$ cat config.mk
export PLATFORM = sky130hd
export DESIGN_NAME = fetch_sequencer_flat
export DESIGN_NICKNAME = d
export VERILOG_FILES = /design/src/rtl/fetch_pkg.sv /design/src/rtl/fetch_sequencer_if.sv /design/src/rtl/fetch_skid.sv /design/src/rtl/fetch_sequencer.sv /design/src/flat_wrapper.sv
export SDC_FILE = /design/constraint.sdc
export NUM_CORES = 1
export LEC_CHECK = 0
export BUFFER_PORTS_ARGS = -buffer_cell sky130_fd_sc_hd__buf_2
export CORE_MARGIN = 2
export CORE_UTILIZATION = 43
export CTS_BUF_LIST = sky130_fd_sc_hd__clkbuf_4
export CTS_CLUSTER_DIAMETER = 40
export DETAILED_ROUTE_END_ITERATION = 6
export GPL_TIMING_DRIVEN = 0
export PLACE_DENSITY_LB_ADDON = 0.25
export SLEW_MARGIN = 40
export SYNTH_ARGS = -nofsm -noshare
export SYNTH_HDL_FRONTEND = slang
export SYNTH_HIERARCHICAL = 1
export SYNTH_SLANG_ARGS = --single-unit
$ cat constraint.sdc
create_clock -name clk -period 5.7 [get_ports clk]
set_input_delay 0.285 -clock clk [delete_from_list [all_inputs] [get_ports clk]]
set_output_delay 0.285 -clock clk [all_outputs]
set_load 0.1 [all_outputs]
$ cat src/rtl/fetch_pkg.sv
// Shared types and constants for the instruction-fetch sequencer.
package fetch_pkg;

    typedef enum logic [1:0] {IDLE, BUSY, FAULT} state_t;

    localparam logic [31:0] RESET_PC = 32'h0000_3000;
    localparam logic [31:0] EBASE    = 32'h0000_4180;
    localparam logic [31:0] TEXT_LO  = 32'h0000_3000;
    localparam logic [31:0] TEXT_HI  = 32'h0000_6ffc;
    localparam logic [31:0] NOP      = 32'h0000_0000;

    typedef struct packed {
        logic [31:0] pc;
        logic [31:0] instr;
        logic        adel;
    } entry_t;

    function automatic logic adel_chk(input logic [31:0] addr);
        return (addr < TEXT_LO) || (addr > TEXT_HI) || (addr[1:0] != 2'b00);
    endfunction

endpackage

$ cat src/rtl/fetch_sequencer_if.sv
// Instruction-memory request/acknowledge handshake.
interface fetch_sequencer_if;
    logic        imem_req;
    logic [31:0] imem_addr;
    logic        imem_ack;
    logic [31:0] imem_rdata;

    modport master (output imem_req, imem_addr, input imem_ack, imem_rdata);
    modport slave  (input imem_req, imem_addr, output imem_ack, imem_rdata);
endinterface

$ cat src/rtl/fetch_skid.sv
// One-entry skid buffer; on a branch it keeps its entry only if it is the delay slot.
module fetch_skid
    import fetch_pkg::*;
(
    input  logic        clk,
    input  logic        reset,
    input  logic        load,
    input  entry_t      load_entry,
    input  logic        drain,
    input  logic        flush,
    input  logic        keep_en,
    input  logic [31:0] keep_pc,
    output logic        valid,
    output entry_t      entry
);

    logic   valid_d;
    entry_t entry_d;

    always_comb begin
        valid_d = valid;
        entry_d = entry;
        if (load) begin
            valid_d = 1'b1;
            entry_d = load_entry;
        end else if (drain) begin
            valid_d = 1'b0;
        end
        if (flush || (keep_en && entry_d.pc != keep_pc))
            valid_d = 1'b0;
    end

    always_ff @(posedge clk) begin
        if (reset) begin
            valid <= 1'b0;
            entry <= '{pc: RESET_PC, instr: NOP, adel: 1'b0};
        end else begin
            valid <= valid_d;
            entry <= entry_d;
        end
    end

endmodule

$ cat src/rtl/fetch_sequencer.sv
// PC owner and instruction-memory requester feeding the F/D boundary through
// an output register plus skid buffer; handles branch/exception/eret redirects.
module fetch_sequencer
    import fetch_pkg::*;
(
    input  logic                      clk,
    input  logic                      reset,
    input  logic                      stall,
    input  logic                      br_valid,
    input  logic [31:0]               br_pc,
    input  logic [31:0]               br_target,
    input  logic                      exc_req,
    input  logic                      eret_req,
    input  logic [31:0]               epc,
    fetch_sequencer_if.master         imem,
    output logic                      if_valid,
    output logic [31:0]               if_pc,
    output logic [31:0]               if_instr,
    output logic                      if_adel
);

    state_t      state, state_d;
    logic [31:0] pc, pc_d, pend_target, pend_target_d, addr_d, slot_pc;
    logic        pend, pend_d, kill, kill_d, req_d;
    logic        out_valid, out_valid_d;
    entry_t      out, out_d, ack_entry, skid_entry;
    logic        skid_valid, skid_load, flush_all;
    logic        consume, slot_free, ack, br, redirect, slot_inflight;
    logic        discard, deliver, can_issue, adel, issue, inject;

    assign consume       = out_valid && !stall;
    assign slot_free     = !out_valid || consume;
    assign ack           = (state == BUSY) && imem.imem_ack;
    assign flush_all     = exc_req || eret_req;
    assign br            = br_valid && !flush_all;
    assign redirect      = flush_all || br_valid;
    assign slot_pc       = br_pc + 32'd4;
    assign slot_inflight = br && (imem.imem_addr == slot_pc);
    // Data of an acknowledged request survives only if not killed and not younger than a new redirect
    assign discard       = kill || (redirect && !slot_inflight);
    assign deliver       = ack && !discard;
    assign can_issue     = !skid_valid && slot_free && !redirect;
    assign adel          = adel_chk(pc);
    // A faulting pc is injected only from IDLE so it never collides with delivered data
    assign issue         = can_issue && !adel && ((state == IDLE) || deliver);
    assign inject        = can_issue && adel && (state == IDLE);
    assign skid_load     = deliver && !slot_free;
    assign ack_entry     = '{pc: imem.imem_addr, instr: imem.imem_rdata, adel: 1'b0};

    always_ff @(posedge clk) begin
        if (reset) state <= IDLE;
        else       state <= state_d;
    end

    always_comb begin
        state_d = state;
        if (redirect) begin
            state_d = (state == BUSY && !ack) ? BUSY : IDLE;
        end else begin
            case (state)
                IDLE:    if (issue) state_d = BUSY; else if (inject) state_d = FAULT;
                BUSY:    if (ack) state_d = issue ? BUSY : IDLE;
                FAULT:   state_d = FAULT;
                default: state_d = IDLE;
            endcase
        end
    end

    always_comb begin
        pc_d          = pc;
        pend_d        = pend;
        pend_target_d = pend_target;
        kill_d        = kill;
        addr_d        = imem.imem_addr;
        if (ack) kill_d = 1'b0;
        if (redirect && state == BUSY && !ack && !slot_inflight) kill_d = 1'b1;

        if (exc_req) begin
            pc_d   = EBASE;
            pend_d = 1'b0;
        end else if (eret_req) begin
            pc_d   = epc;
            pend_d = 1'b0;
        end else if (br) begin
            // Delay slot not yet issued: fetch it first, then jump
            if (pc == slot_pc) begin
                pend_d        = 1'b1;
                pend_target_d = br_target;
            end else begin
                pc_d   = br_target;
                pend_d = 1'b0;
            end
        end else if (issue) begin
            addr_d = pc;
            pc_d   = pend ? pend_target : pc + 32'd4;
            pend_d = 1'b0;
        end
        req_d = (state_d == BUSY);

        out_d       = out;
        out_valid_d = out_valid;
        if (inject) begin
            out_valid_d = 1'b1;
            out_d       = '{pc: pc, instr: NOP, adel: 1'b1};
        end else if (slot_free) begin
            if (skid_valid) begin
                out_valid_d = 1'b1;
                out_d       = skid_entry;
            end else if (deliver) begin
                out_valid_d = 1'b1;
                out_d       = ack_entry;
            end else begin
                out_valid_d = 1'b0;
            end
        end
        if (flush_all || (br && out_d.pc != slot_pc)) out_valid_d = 1'b0;
    end

    always_ff @(posedge clk) begin
        if (reset) begin
            pc             <= RESET_PC;
            pend           <= 1'b0;
            pend_target    <= RESET_PC;
            kill           <= 1'b0;
            imem.imem_req  <= 1'b0;
            imem.imem_addr <= RESET_PC;
            out_valid      <= 1'b0;
            out            <= '{pc: RESET_PC, instr: NOP, adel: 1'b0};
        end else begin
            pc             <= pc_d;
            pend           <= pend_d;
            pend_target    <= pend_target_d;
            kill           <= kill_d;
            imem.imem_req  <= req_d;
            imem.imem_addr <= addr_d;
            out_valid      <= out_valid_d;
            out            <= out_d;
        end
    end

    fetch_skid u_skid (
        .clk        (clk),
        .reset      (reset),
        .load       (skid_load),
        .load_entry (ack_entry),
        .drain      (slot_free),
        .flush      (flush_all),
        .keep_en    (br),
        .keep_pc    (slot_pc),
        .valid      (skid_valid),
        .entry      (skid_entry)
    );

    assign if_valid = out_valid;
    assign if_pc    = out.pc;
    assign if_instr = out.instr;
    assign if_adel  = out.adel;

endmodule

$ cat src/flat_wrapper.sv
// flat-port wrapper written by rule: the top's interface ports become plain ports
module fetch_sequencer_flat import fetch_pkg::*;
  (clk, reset, stall, br_valid, br_pc, br_target, exc_req, eret_req, epc, if_valid, if_pc, if_instr, if_adel, imem_imem_req, imem_imem_addr, imem_imem_ack, imem_imem_rdata);
  fetch_sequencer_if imem_i ();
  input  logic clk;
  input  logic reset;
  input  logic stall;
  input  logic br_valid;
  input  logic [31:0] br_pc;
  input  logic [31:0] br_target;
  input  logic exc_req;
  input  logic eret_req;
  input  logic [31:0] epc;
  output logic if_valid;
  output logic [31:0] if_pc;
  output logic [31:0] if_instr;
  output logic if_adel;
  output wire logic [$bits(imem_i.imem_req)-1:0] imem_imem_req;
  output wire logic [$bits(imem_i.imem_addr)-1:0] imem_imem_addr;
  input wire logic [$bits(imem_i.imem_ack)-1:0] imem_imem_ack;
  input wire logic [$bits(imem_i.imem_rdata)-1:0] imem_imem_rdata;
  assign imem_imem_req = imem_i.imem_req;
  assign imem_imem_addr = imem_i.imem_addr;
  assign imem_i.imem_ack = imem_imem_ack;
  assign imem_i.imem_rdata = imem_imem_rdata;
  fetch_sequencer u_core (.clk(clk), .reset(reset), .stall(stall), .br_valid(br_valid), .br_pc(br_pc), .br_target(br_target), .exc_req(exc_req), .eret_req(eret_req), .epc(epc), .imem(imem_i), .if_valid(if_valid), .if_pc(if_pc), .if_instr(if_instr), .if_adel(if_adel));
endmodule
==> flow_summary.ini, run 1 <==
[run_status]
status = complete, but fails checks
violations = DRC

[routing]
drtPass1Iterations = 7
wl_per_cell_um = 26.2
wirelength_um = 75700
drtAntennaViolNets = 0
routed_via_density = 6.18
first_iter_violations = 1955
via_count = 17900
drc_errors = 4

[power_and_ir_drop]
p_leak_nw = 7.72
power_density_mw_per_mm2 = 214
ir_drop_v = 0.000157

[synthesis]
seq_area_frac_synth_pct = 31.1
synthDistinctLibCells = 86
synth_area_per_cell_um2 = 7.54
yosysWarningCount = 6
synth_edf_count = 0
yosys-top-cells-area = dfxtp_1 31%, mux2i_1 7.8%, nor2_1 6.6%
synthFlopType = dfxtp_1
yosysTopAreaCell = dfxtp_1
syn_inst = 1986
async_flop_share_pct = 0
ys_ff_latch = 233
yosysMostFrequentCell = nor2_1
synth_nets = 2123
netlist.area_leader.share_pct = 31.1
netlist_top_cells_count = 265 x nor2_1, 233 x dfxtp_1, 198 x nand2_1
syn_area_mm2 = 0.0150

[worst_setup_path]
cp_slowest_cell = nor4_2
arrival_ns = 6.25
critPathMaxStageDelay_ns = 0.50
crit_type = in2reg
cpMostUsedCell = buf_6
crit_chain = buf_2 > clkbuf_2 > and3_1 > nand4_1 > nor4_2 > xnor2_1 > o2111ai_4 > or4_4 > buf_2 > nor3_4 > o21ai_2 > buf_6 > buf_6 > nor2_1 > buf_6 > buf_6 > mux2i_1 > xor2_2 > nand4_1 > nor4_4 > nand2_2 > a2111oi_2
r2r_start = u_core/u_skid/valid
cp.required_ns = 6.35
cp_top_family = simple AND/OR/NAND/NOR gates
crit_fanout = 19
cp-startpoint = br_pc[2]
start_kind = input pin
endpoint_kind = flop
worst-path-buf-inv = 7

[timing]
finalCritPeriodShare_pct = 98.4
fmaxAchievable_mhz = 178
rsz0062_at_grt = false
hold_violations = 0
max-slew-margin-rel_pct = 33.3
worst_pin_slew_ns = 1.00
slew_violations = 0
setup_violations = 0
setup_slack_ns = 0.0931
fin_skew_ns = 0.0494
finalCriticalPeriod_ns = 5.61

[die]
num_rows = 68
io_pins = 234
coreArea_mm2 = 0.0345
die_h_um = 191
initial_utilization_pct = 43.5
die-area_mm2 = 0.0363
dieWidth_um = 191

[clocking]
cts.htree.levels = 3
cts_buffer_depth = 3
numCtsBuffers = 74
cts_tree = built
path_clk_slew_ns = 0.06
clock-sinks = 233
insertion_delay_ns = 0.77
clock-root-buffer = clkbuf_4

[layout]
synthToLayoutAreaGrowth_pct = 26.2
nNetsFinal = 2529
drive_above_1_share_pct = 17.8
postLayoutCoreUtil_pct = 54.8
fillers = 3429

[placed_design]
gp_congestion = 1.03
dp_slack_ns = -2.06
portBuffers = 220
dp_hpwl_um = 56600

[grt]
antenna_found_initial = 2
grt_pass1_vias = 17100
grt_pass1_wl_um = 109000
grt_usage_pct = 40.7
grt_max_degree = 20
gr-total-overflow = 0

[min_path]
min_from = stall
hold_path_class = in2reg

[job]
cap_violations = 0
## kinds of logic (layout without fill, tap and decap cells)
group                      after synthesis  count (layout)  synth area share, %
muxes                                  124             124                 8.36
other                                    1               3               0.0250
and+or+nand+nor                        776             776                 24.6
xor gates and xnor gates               140             140                 8.66
AOI/OAI and AO/OA                      468             468                 20.5
adders and majority gates                2               2                0.167
buffers and inverters                  242             692                 6.58
DFF                                    233             233                 31.1
## state kept, by name, indices dropped and copies added (netlist names), named ones only
name / count
u_core/u_skid/valid: 1
u_core/imem.imem_addr: 32
u_core/if_instr: 32
u_core/if_adel: 1
u_core/pend: 1
u_core/pend_target: 32
u_core/if_pc: 32
u_core/imem.imem_req: 1
u_core/kill: 1
u_core/u_skid/entry: 65
u_core/pc: 30
u_core/state: 2
u_core/if_valid: 1
## layout make-up
type / count / area [µm²] / share of cell area, %
Tap cell: 455 / 569 / 3.01
Clock inverter: 25 / 106 / 0.563
Clock buffer: 95 / 713 / 3.77
Antenna cell: 2 / 5.00 / 0.0265
Sequential cell: 233 / 4670 / 24.7
Inverter: 78 / 293 / 1.55
Multi-Input combinational cell: 1511 / 9630 / 51.0
Timing Repair Buffer: 332 / 2200 / 11.6
Buffer: 162 / 716 / 3.79
## cell usage in the layout (no fill, tap or decap), drive strengths merged, types with 41 or more instances in the layout
cell / count
nor2: 267
buf: 259
dfxtp: 233
clkbuf: 227
nand2: 198
a21oi: 158
mux2i: 118
dlygate4sd3: 103
inv: 79
xor2: 71
o21ai: 68
xnor2: 64
nor3: 57
nand3: 53
o22ai: 41
## per-stage QoR
stage / hold slack, ns / instance area, µm² / setup TNS, ns / power [mW] / std cells
global placement: 0.459 / 16600 / -103.77 / 2.40 / 2661
finish: 0.0472 / 18900 / 0 / 4.04 / 2893
global route: 0.0609 / 18900 / 0 / 4.19 / 2893
detailed placement: 0.460 / 16800 / -51.04 / 2.41 / 2663
floorplan: 0.361 / 15000 / 0 / 2.14 / 1986
CTS: 0.00330 / 18700 / 0 / 4.04 / 2886
## report_power, final
part | switching (mW) | total [mW] | internal [mW]
sequential | 0.0339 | 1.69 | 1.65
combinational | 0.525 | 0.790 | 0.264
clock | 0.795 | 1.57 | 0.773
total | 1.35 | 4.04 | 2.69
## path summary, 6_finish.rpt
path                          to  slack (ns)  cells past startpoint
min reg2reg       u_core/if_adel        0.47                      2
min              u_core/if_pc[4]        0.05                      4
max          u_core/u_skid/valid        0.09                     22
max reg2reg      u_core/if_valid        0.10                     16
## worst min-delay path: stages
cell     delay, ns
buf_2         0.12
nand3_1       0.10
nand2_1       0.15
o21a_1        0.12
## repair_timing
action / 4_1_cts / 5_1_grt
buffers inserted: 1 / 5
pin swaps: 4 / 5
hold buffers: 103 / 0
hold endpoints to repair: 132 / 0
endpoints found under the setup margin: 32 / 1
gates resized for setup: 12 / 28
## metal layers
metal	vias up	share of wire [%]	global-route usage, %
met4	0	5.5	20.4
li1	7919	-	-
met3	247	11	10.8
met2	1173	44	63.0
met1	8531	40	52.3
met5	-	0	0
(Power assumes the default switching activity.)
==> run 2, diff against run 1 <==
--- a/config.mk
+++ b/config.mk
@@ -7,12 +7,12 @@
 export LEC_CHECK = 0
 export BUFFER_PORTS_ARGS = -buffer_cell sky130_fd_sc_hd__buf_2
 export CORE_MARGIN = 2
-export CORE_UTILIZATION = 43
-export CTS_BUF_LIST = sky130_fd_sc_hd__clkbuf_4
+export CORE_UTILIZATION = 40
 export CTS_CLUSTER_DIAMETER = 40
 export DETAILED_ROUTE_END_ITERATION = 6
 export GPL_TIMING_DRIVEN = 0
 export PLACE_DENSITY_LB_ADDON = 0.25
+export SKIP_CTS_REPAIR_TIMING = 1
 export SLEW_MARGIN = 40
 export SYNTH_ARGS = -nofsm -noshare
 export SYNTH_HDL_FRONTEND = slang
==> flow_summary.ini, run 2 (synthesis gave the netlist of run 1 again) <==
[grt]
antenna_found_initial = 1
grt_max_degree = 14
grt_pass1_wl_um = 106000
gr-total-overflow = 0
grt_pass1_vias = 16200
grt_usage_pct = 37.3

[worst_setup_path]
cp_top_family = simple AND/OR/NAND/NOR gates
crit_type = in2reg
cpMostUsedCell = buf_6
start_kind = input pin
endpoint_kind = flop
crit_fanout = 19
critPathMaxStageDelay_ns = 0.55
crit_chain = buf_2 > clkbuf_2 > and3_1 > nand4_1 > nor4_1 > xnor2_1 > a2111o_1 > or4_4 > buf_2 > nor3_4 > o21ai_4 > buf_6 > buf_6 > nor2_1 > buf_6 > buf_8 > mux2i_1 > xor2_1 > nand4_1 > nor4_1 > nand2_1 > a2111oi_2
cp_slowest_cell = or4_4
cp.required_ns = 6.18
worst-path-buf-inv = 7
arrival_ns = 6.26

[run_status]
status = complete, but fails checks
violations = hold timing, setup timing

[layout]
fillers = 3636
nNetsFinal = 2447
stdcell_count = 2818
multiInputGateArea_mm2 = 0.00966
final_design_area_no_fill_mm2 = 0.0192
postLayoutCoreUtil_pct = 52.1
max_flop_register = u_core/u_skid/entry
layout_common_cells = 264 x nor2_1, 233 x dfxtp_1, 230 x buf_2, 198 x nand2_1, 157 x a21oi_1
drive_above_1_share_pct = 17.9
synthToLayoutAreaGrowth_pct = 28.0
largest_reg_flops = 65
mostFrequentLayoutCell = nor2_1
seq_area_mm2 = 0.00466

[timing]
worst_pin_slew_ns = 1.01
fmaxAchievable_mhz = 173
setup_slack_ns = -0.0799
fin_skew_ns = 0.0297
setup_violations = 1
rsz0062_at_grt = true
max-slew-margin-rel_pct = 32.2
setup_tns_ns = -0.0799
finalCritPeriodShare_pct = 101
whs_ns = -0.0429
hold_violations = 14
slew_violations = 0
finalCriticalPeriod_ns = 5.78

[die]
initial_utilization_pct = 40.7
die_h_um = 198
coreArea_mm2 = 0.0368
die-area_mm2 = 0.0390
io_pins = 234
dieWidth_um = 198
num_rows = 70

[routing]
first_iter_violations = 1936
drtPass1Iterations = 6
wirelength_um = 75500
routed_via_density = 6.17
wl_per_cell_um = 26.8
via_count = 17400
drtAntennaViolNets = 0
drc_errors = 0

[clocking]
cts_tree = built
numCtsBuffers = 47
cts.htree.levels = 2
insertion_delay_ns = 0.59
path_clk_slew_ns = 0.05
clock-root-buffer = clkbuf_16
cts_buffer_depth = 3
clock-sinks = 233

[job]
cap_violations = 0

[placed_design]
portBuffers = 220
gp_congestion = 1.00
dpl-instance-area_mm2 = 0.0168
dp_slack_ns = -2.19
placed_cells = 2676
dp_hpwl_um = 57000

[min_path]
hold_path_class = in2reg

[power_and_ir_drop]
p_leak_nw = 7.81
ir_drop_v = 0.000199
power_density_mw_per_mm2 = 273
==> run 2: changes by cell type in the layout (fill, tap and decap cells not counted), moves of 6 or more <==
cell	previous run	this run
clkbuf_1	118	125
clkbuf_16	0	47
clkbuf_4	95	0
clkbuf_8	0	7
clkinv_1	18	1
clkinv_2	4	11
dlygate4sd3_1	103	47
mux2i_1	113	107
==> run 2: power by group <==
part | switching (mW) | leakage, nW | internal, mW
Combinational | 0.523 | 5.14 | 0.238
Sequential | 0.0323 | 1.88 | 1.66
Clock | 0.982 | 0.782 | 1.80
==> run 2: through the flow <==
step	power (mW)	hold slack [ns]
2_1_floorplan	2.14	0.361
3_3_place_gp	2.41	0.459
4_1_cts	5.20	-0.0812
6_report	5.23	-0.0429
5_1_grt	5.37	0.00129
3_5_place_dp	2.42	0.465
==> run 2: area by class of cell <==
class | count | area share, %
well taps | 468 | 3.05
multi-input cells | 1511 | 50.4
flip-flops and latches | 233 | 24.3
inverters | 78 | 1.53
clock inverters | 25 | 1.48
repair buffers | 277 | 8.61
plain buffers | 162 | 3.82
diodes | 2 | 0.0261
clock buffers | 62 | 6.79
==> run 2: worst paths after layout <==
path	from	to	slack, ns	cells past startpoint
hold reg to reg	u_core/if_adel	u_core/if_adel	0.48	2
setup / recovery	br_pc[2]	u_core/u_skid/valid	-0.08	22
setup reg to reg	u_core/imem.imem_addr[8]	u_core/u_skid/valid	0.08	19
hold / removal	br_target[20]	u_core/pend_target[20]	-0.04	3
==> run 2: worst register-to-register path, stage by stage (launching register included) <==
cell	delay, ns
dfxtp_1	0.69
nor4_1	0.16
nor4_1	0.39
o221ai_1	0.22
nor4_1	0.33
nand4_1	0.24
clkbuf_1	0.29
nor3_4	0.35
o21ai_4	0.15
buf_6	0.22
buf_6	0.20
nor2_1	0.14
buf_6	0.14
buf_8	0.21
mux2i_1	0.35
xor2_1	0.41
nand4_1	0.17
nor4_1	0.32
nand2_1	0.16
a2111oi_2	0.39
==> run 2: per-layer routing <==
metal | global-route usage [%] | vias up | wire length, µm
met2 | 57.0 | 1085 | 32800
met4 | 20.3 | 0 | 4000
li1 | - | 7737 | -
met3 | 7.63 | 221 | 7750
met1 | 49.3 | 8335 | 31000
met5 | 0 | - | 0
==> run 3, diff against run 2 <==
--- a/config.mk
+++ b/config.mk
@@ -5,6 +5,7 @@
 export SDC_FILE = /design/constraint.sdc
 export NUM_CORES = 1
 export LEC_CHECK = 0
+export ABC_AREA = 1
 export BUFFER_PORTS_ARGS = -buffer_cell sky130_fd_sc_hd__buf_2
 export CORE_MARGIN = 2
 export CORE_UTILIZATION = 40
==> flow_summary.ini, run 3 <==
[run_status]
status = complete, but fails checks
violations = hold timing

[worst_setup_path]
endpoint_kind = flop
arrival_ns = 4.58
worstSetupEndpoint = u_core/if_valid
crit_fanout = 10
r2r_start = u_core/pc[14]
cp-startpoint = u_core/pc[14]
timing.rr.end = u_core/if_valid
cp.required_ns = 6.18
crit_type = reg2reg
start_kind = flop
regToRegSetupSlack_ns = 1.60
r2r_cells = 20

[min_path]
hold_path_class = in2reg

[die]
initial_utilization_pct = 40.7
coreArea_mm2 = 0.0366
num_rows = 70
die_h_um = 197
io_pins = 234
die-area_mm2 = 0.0388
dieWidth_um = 197

[grt]
grt_pass1_vias = 16400
antenna_found_initial = 9
grt_pass1_wl_um = 98600
met3_usage_pct = 6.59
gr-usage-met1_pct = 44.9
grt_max_degree = 13
grt.met2_usage_pct = 54.7
grt.busiest_layer = met2
gr-total-overflow = 0
grt_usage_pct = 33.7

[timing]
max-slew-margin-rel_pct = 39.8
finalCriticalPeriod_ns = 4.10
hold_violations = 14
setup_slack_ns = 1.60
fmaxAchievable_mhz = 244
slew_violations = 0
fin_skew_ns = 0.0344
finalCritPeriodShare_pct = 71.9
rsz0062_at_grt = false
whs_ns = -0.0327
setup_violations = 0
setup_tns_ns = 0
worst_pin_slew_ns = 0.903

[clocking]
cts.htree.levels = 2
numCtsBuffers = 43
clock-root-buffer = clkbuf_16
cts_tree = built
clock-sinks = 233
path_clk_slew_ns = 0.06
cts_buffer_depth = 3
insertion_delay_ns = 0.57

[layout]
synthToLayoutAreaGrowth_pct = 23.5
max_flop_register = u_core/u_skid/entry
drive_above_1_share_pct = 13.4
largest_reg_flops = 65
layout_common_cells = 767 x nand2_1, 298 x inv_1, 250 x nand3_1, 245 x buf_2, 233 x dfxtp_1
mostFrequentLayoutCell = nand2_1
nNetsFinal = 2921
fillers = 3867

[power_and_ir_drop]
power_frac_comb_pct = 11.7
ir_drop_v = 0.000207
power_density_mw_per_mm2 = 263
finalPower_mw = 4.83
p_seq_share_pct = 34.9
net-switching-power_mw = 1.38
swShare_pct = 28.6
p_leak_nw = 8.99
clkPwrFrac_pct = 53.4
p_int_mw = 3.45

[synthesis]
netlist.area_leader.share_pct = 31.3
yosysMostFrequentCell = nand2_1
netlist_top_cells_count = 767 x nand2_1, 298 x inv_1, 250 x nand3_1
synth_nets = 2614
yosysTopAreaCell = dfxtp_1
async_flop_share_pct = 0
yosys-top-cells-area = dfxtp_1 31%, nand2_1 19%, nand3_1 8.4%
synthDistinctLibCells = 50
synthFlopType = dfxtp_1
ys_ff_latch = 233
synth_area_per_cell_um2 = 6.02
syn_inst = 2477
yosysWarningCount = 6
syn_area_mm2 = 0.0149
seq_area_frac_synth_pct = 31.3
synth_edf_count = 0

[routing]
drtAntennaViolNets = 0
first_iter_violations = 1989
wirelength_um = 67900
drc_errors = 0
routed_via_density = 5.54
drtPass1Iterations = 6
via_count = 18200
wl_per_cell_um = 20.6

[placed_design]
dp_hpwl_um = 53300
gp_congestion = 1.05
dp_slack_ns = 1.22
portBuffers = 233

[job]
cap_violations = 0
==> run 3: cell type report <==
| class | instances | area (µm²) | share of cell area, % |
|---|---|---|---|
| clock buffers | 54 | 1190 | 6.46 |
| diodes | 4 | 10.0 | 0.0544 |
| well taps | 468 | 586 | 3.18 |
| clock inverters | 24 | 262 | 1.42 |
| inverters | 308 | 1160 | 6.30 |
| flip-flops and latches | 233 | 4660 | 25.3 |
| repair buffers | 262 | 1460 | 7.91 |
| multi-input cells | 1813 | 8510 | 46.2 |
| plain buffers | 123 | 568 | 3.09 |
==> run 3: worst min-delay path by stage <==
stage / from / to / slack [ns] / depth (start not counted)
finish: imem_imem_rdata[19] / u_core/u_skid/entry[20] / -0.03 / 3
CTS: imem_imem_rdata[14] / u_core/u_skid/entry[15] / -0.06 / 3
detailed placement: u_core/kill / u_core/kill / 0.46 / 2
global placement: u_core/pend_target[11] / u_core/pend_target[11] / 0.45 / 2
floorplan: br_target[12] / u_core/pend_target[12] / 0.40 / 2
global route: imem_imem_rdata[6] / u_core/u_skid/entry[7] / 0.002 / 3
==> run 3: power by group through the flow <==
stage          clock network [mW]  registers [mW]  logic [mW]
2_1_floorplan                   0            1.76       0.275
3_3_place_gp                    0            1.72       0.528
3_5_place_dp                    0            1.72       0.532
4_1_cts                      2.61            1.68       0.535
5_1_grt                      2.69            1.69       0.606
6_report                     2.58            1.69       0.566
==> run 3: logic make-up (layout without fill, tap and decap cells) <==
group	count (synthesis)	count (layout)	share of synthesized area (%)
AND/OR/NAND/NOR	1335	1335	38.1
AO/OA/AOI/OAI	433	433	16.3
buffers and inverters	431	771	11.6
flip-flops	233	233	31.3
XOR/XNOR	42	42	2.52
adder cells (fa/ha/maj)	2	2	0.168
other	1	5	0.0252
==> run 3: worst max-delay path, cell delays in order, from the launching register on <==
cell,delay [ns]
dfxtp_1,0.30
clkbuf_1,0.36
inv_1,0.14
nor2_1,0.12
inv_1,0.07
nand4_1,0.07
a21oi_1,0.05
nand3b_1,0.22
nand3_1,0.43
inv_1,0.38
clkbuf_1,0.57
nand2_1,0.27
nand2_1,0.13
nand2_1,0.05
nand2_1,0.09
nand2_1,0.06
nor2_1,0.13
nand2_1,0.06
nor2_1,0.23
nand2_1,0.10
a21oi_2,0.16
==> run 3: metal layers <==
layer	up-vias	wire length (µm)
met5	-	58
met4	8	2340
met3	158	6760
met2	1040	30200
met1	8368	28500
li1	8635	-
==> run 3: stage by stage <==
| step | instance area, µm² | util [%] | instances |
|---|---|---|---|
| 6_report | 18400 | 50.3 | 3289 |
| 3_5_place_dp | 16700 | 45.5 | 3178 |
| 3_3_place_gp | 16700 | 45.5 | 3178 |
| 2_1_floorplan | 14900 | - | 2477 |
| 4_1_cts | 18100 | 49.4 | 3256 |
| 5_1_grt | 18400 | 50.3 | 3286 |
